<file path="config.mk">
export PLATFORM = sky130hd
export DESIGN_NAME = encoder8x3_seq
export DESIGN_NICKNAME = d
export VERILOG_FILES = /design/src/rtl/enc_pkg.sv /design/src/rtl/pri_mask_search.sv /design/src/rtl/encoder8x3_seq.sv
export SDC_FILE = /design/constraint.sdc
export NUM_CORES = 1
export LEC_CHECK = 0
export CAP_MARGIN = 10
export CORE_ASPECT_RATIO = 1.25
export CORE_UTILIZATION = 42
export DETAILED_ROUTE_END_ITERATION = 6
export PLACE_DENSITY = 0.73
export SETUP_SLACK_MARGIN = 0.4
export SKIP_CTS_REPAIR_TIMING = 1
export SLEW_MARGIN = 20
export SYNTH_ARGS = -nofsm -noshare
export SYNTH_HDL_FRONTEND = slang
export SYNTH_SLANG_ARGS = --single-unit
export TNS_END_PERCENT = 5
</file>
<file path="constraint.sdc">
create_clock -name clk -period 1.5 [get_ports clk]
set_input_delay 0.3 -clock clk [delete_from_list [all_inputs] [get_ports clk]]
set_output_delay 0.3 -clock clk [all_outputs]
set_load 0.01 [all_outputs]
</file>
<file path="src/rtl/enc_pkg.sv">
// Shared constants and helpers for the registered 8-to-3 encoder family.
package enc_pkg;

   localparam int N_IN     = 8;
   localparam int IDX_W    = 3;
   localparam int RR_FIXED = 0;
   localparam int RR_ROUND = 1;

   // Binary index of a one-hot vector; an all-zero input maps to index 0.
   function automatic logic [IDX_W-1:0] onehot_to_idx(input logic [N_IN-1:0] oh);
      logic [IDX_W-1:0] idx;
      idx = '0;
      for (int i = 0; i < N_IN; i++) begin
         if (oh[i]) idx = idx | IDX_W'(i);
      end
      return idx;
   endfunction

endpackage

</file>
<file path="src/rtl/pri_mask_search.sv">
// Combinational request search: highest set index (mode=0) or first set
// index at or above a start position, wrapping (mode=1).
module pri_mask_search
   import enc_pkg::*;
(
   input  logic [N_IN-1:0]  vec,
   input  logic [IDX_W-1:0] start,
   input  logic             mode,
   output logic             found,
   output logic [IDX_W-1:0] idx
);

   logic [N_IN-1:0] rot;
   logic [N_IN-1:0] rot_lsb;
   logic [N_IN-1:0] rev;
   logic [N_IN-1:0] rev_lsb;

   // NOTE: every output of a combinational block gets a value on every path,
   // otherwise synthesis infers a latch to hold the old one.
   always_comb begin
      rot = '0;
      rev = '0;
      for (int i = 0; i < N_IN; i++) begin
         rot[i] = vec[IDX_W'(i) + start];
         rev[i] = vec[N_IN-1-i];
      end
      // x & -x isolates the lowest set bit of the rotated / reversed vector.
      rot_lsb = rot & (~rot + N_IN'(1));
      rev_lsb = rev & (~rev + N_IN'(1));
      found   = |vec;
      if (mode) idx = onehot_to_idx(rot_lsb) + start;
      else      idx = IDX_W'(N_IN-1) - onehot_to_idx(rev_lsb);
   end

endmodule

</file>
<file path="src/rtl/encoder8x3_seq.sv">
// Registered 8-to-3 encoder: captures request strobes into a pending set and
// presents them one at a time as a binary index under a valid/ready handshake.
module encoder8x3_seq
   import enc_pkg::*;
#(
   parameter int RR_MODE = RR_FIXED
)
(
   input  logic             clk,
   input  logic             rst_n,
   input  logic [N_IN-1:0]  D,
   input  logic             E,
   input  logic             rdy,
   output logic [IDX_W-1:0] Y,
   output logic             V,
   output logic             OVF,
   output logic             IDLE
);

   localparam logic MODE_BIT = (RR_MODE == RR_ROUND);

   logic [N_IN-1:0]  pend;
   logic [IDX_W-1:0] last;
   logic             transfer;
   logic [N_IN-1:0]  clr;
   logic [N_IN-1:0]  avail;
   logic [N_IN-1:0]  pend_next;
   logic             ovf_next;
   logic             load;
   logic [IDX_W-1:0] start;
   logic             found;
   logic [IDX_W-1:0] sel_idx;

   always_comb begin
      transfer  = V && rdy;
      clr       = transfer ? (N_IN'(1) << Y) : '0;
      avail     = pend & ~clr;
      pend_next = avail | (E ? D : '0);
      ovf_next  = E && |(D & avail);
      load      = !V || transfer;
      // The code leaving this cycle counts as the last grant for the new search.
      start     = (transfer ? Y : last) + IDX_W'(1);
   end

   pri_mask_search u_search (
      .vec   (avail),
      .start (start),
      .mode  (MODE_BIT),
      .found (found),
      .idx   (sel_idx)
   );

   // NOTE: state registers use non-blocking assignments so every flop samples
   // the pre-edge values regardless of statement order.
   always_ff @(posedge clk or negedge rst_n) begin
      if (!rst_n) begin
         pend <= '0;
         Y    <= '0;
         V    <= 1'b0;
         OVF  <= 1'b0;
         last <= IDX_W'(N_IN-1);
      end else begin
         pend <= pend_next;
         OVF  <= ovf_next;
         if (transfer) last <= Y;
         if (load) begin
            if (found) begin
               Y <= sel_idx;
               V <= 1'b1;
            end else begin
               V <= 1'b0;
            end
         end
      end
   end

   assign IDLE = (pend == '0) && !V;

endmodule

</file>
==> results.md <==
* Worst-path clk slew at 0.08 ns
* Rows at 16
* Crit path max-delay cell type: dfrtp_1
* Initial core utilization at 0.454
* WL/cell at 15.0 um
* Final nets at 137
* Flip-flop and latch count after synthesis at 13
* Slew @ Worst Pin at 0.331 ns
* Placed cells at around 140
* Post-synth EDFFs at 0
* Buf/Inv on CP at 1
* Final setup viols at 6
* CTS tree: built
* Chip height at between 40 and 50 um
* GR Util All Layers at 0.239
* Syn Inst Count at 78
* Die width at between 30 and 40 um
* HPWL after DPL at 1530 um
* Post-layout min period at 1.79 ns
* H-tree depth at 1
* Synth Area per Inst at 9.21 sq um
* Antenna-violating nets left at 0
* Async set or reset register ratio after synthesis at 1.00
* Met1 GRT Util at 0.264
* Grt total ovfl at 0
* Placed instance area at approximately 1100 sq um
* CP max FO at 2
* Worst R2R Path Depth at 6
* F_max at 558 MHz
* Crit. Startpoint: pend[1]
* Worst IR drop on VDD at 645 uV
* Worst hold margin at 0.324 ns
* Failing checks: setup timing
* Reg2reg start: Y[1]
* RSZ-0062 raised after global routing: yes
* CP cell instances: nor4_2, nand2_1, nor4_4, buf_2
* Core Area at between 1500 and 2000 sq um
* Area grow syn2layout at 66.2%
* Final Slew Violations at 0
* Met2 GRT Util at 0.427
* RePlAce Congestion at 0.892
* Synth top area share at 0.453
* Largest stage delay on the critical path at 0.41 ns
* Crit path DAT at 1.49 ns
* Crit end category: primary output
* Status: complete, but fails checks
* Root Buffer: clkbuf_4
* Layout cells sized above 1 at 0.411
* I/O pin count at 18
* Slew HR at 0.778
* Post-synthesis net count at 90
* Synthesized area at 718 sq um
* Routed WL at 2120 um
* WP data required at 1.20 ns
* Area of the die at 1880 sq um
* Count of cell types in the netlist at 27
* P_leak at approximately 0.54 nW
* First-pass GRT wire length at 2920 um
* Most instantiated cells after synthesis: nand2_1 (23), dfrtp_1 (13), inv_1 (8)
* Util after Layout at 0.755
* Cell area power density at ~960 nW/um^2
* DRC errors left at 0
* ANT cells at 0
* Worst-Skew Late Latency at 0.27 ns
* WP depth at 4
* CP Launch Type: flip-flop
* Drt first pass iters at 4
* CTS buffer count at 3
* Area leader, netlist: dfrtp_1
* Skew final at roughly 0.0017 ns
* Max-Cap Viols at 0
* Via Count at 753
* Prevailing post-synth register cell: dfrtp_1
* Kind of critical path: reg -> out
* Initial antenna violation count at 0
* Hold Fails Final Rpt at 0
* Final setup margin at -0.292 ns
* Number of global-route vias before repair at 699
* IO buf count at 17
* Fin area at 1190 sq um
* Largest net degree at the start of global routing at 14
* Family with the most delay on the worst path: simple AND/OR/NAND/NOR gates
* Met3 usage at 0.0274
* Layout Cells excl Fill at between 100 and 150
* Tot Pwr at 1.15 mW
* Top post-synthesis cells by area: dfrtp_1 (45%), nand2_1 (12%), inv_1 (4.2%), o21ai_2 (3.7%), o31ai_4 (3.0%)
* Tcrit/Tclk final at 1.19
* Most Crowded Layer GR: met2
* Initial drt markers at 17
* Cell with the most instances after synthesis: nand2_1
* Post-synthesis sequential area ratio at 0.453
* CTS sink count at 13
* Ys Warns at 0
* Clk buf depth at 2
* Vias per cell at roughly 5.3
* Worst min-delay path class: in -> async
[final timing paths]
path                            slack [ns]       to
min in group clk                      0.51  pend[7]
max in group asynchronous             0.99     Y[2]
worst min register to register        0.61  pend[0]
worst max-delay path                 -0.29     IDLE
worst min-delay path                  0.32     Y[1]
worst max register to register       -0.23     Y[0]
[flip-flops by register name (all words and copies together), names as in the netlist]
signal / flops
V: 1
pend: 8
OVF: 1
Y: 3
[area by class of cell]
class                           count  area, sq um
Clock buffer                        4         26.3
Fill cell                         109          388
Inverter                            8         30.0
Multi-Input combinational cell     56          428
Sequential cell                    13          328
Tap cell                           18         22.5
Timing Repair Buffer               43          359
[cell usage in the layout (no fill, tap or decap), types with 3 or more instances in the layout]
cell type,instances
buf_6,3
o21ai_4,4
buf_4,24
clkbuf_4,3
nand2_1,23
dfrtp_1,11
clkdlybuf4s50_1,10
inv_1,8
o22ai_1,3
[worst register-to-register path: stages (launching register included)]
cell	delay, ns
dfrtp_1	0.42
nand3b_1	0.20
buf_6	0.16
o21ai_2	0.23
nand4_2	0.17
nand3b_4	0.19
a32o_1	0.26
[report_power, final]
group	switching [mW]	internal, mW	leakage (nW)	total, mW
sequential	0.0481	0.398	0.131	0.446
combinational	0.228	0.256	0.395	0.484
clock	0.113	0.103	0.0150	0.216
total	0.389	0.757	0.541	1.15
[routing by layer]
layer  wire, um  up-vias
met5          0        -
li1           -      366
met2       1210       19
met4         50        0
met1        802      364
met3         65        4
[cells by family (layout without fill, tap and decap cells)]
kind of cell	Yosys count	count (layout)	share of synthesized area
AND/OR/NAND/NOR	36	36	0.267
AO/OA/AOI/OAI	20	20	0.233
flip-flops	13	13	0.453
buffers and inverters	9	55	0.0470
[metrics by stage]
| step | setup TNS (ns) | worst slack [ns] |
|---|---|---|
| after floorplan | -0.196 | -0.0888 |
| after global placement | -3.01 | -0.522 |
| after detailed placement | -3.69 | -0.559 |
| after CTS | -2.47 | -0.851 |
| after global routing | -1.37 | -0.398 |
| final | -1.07 | -0.292 |
Note: power is estimated with default switching activity, not from simulation.
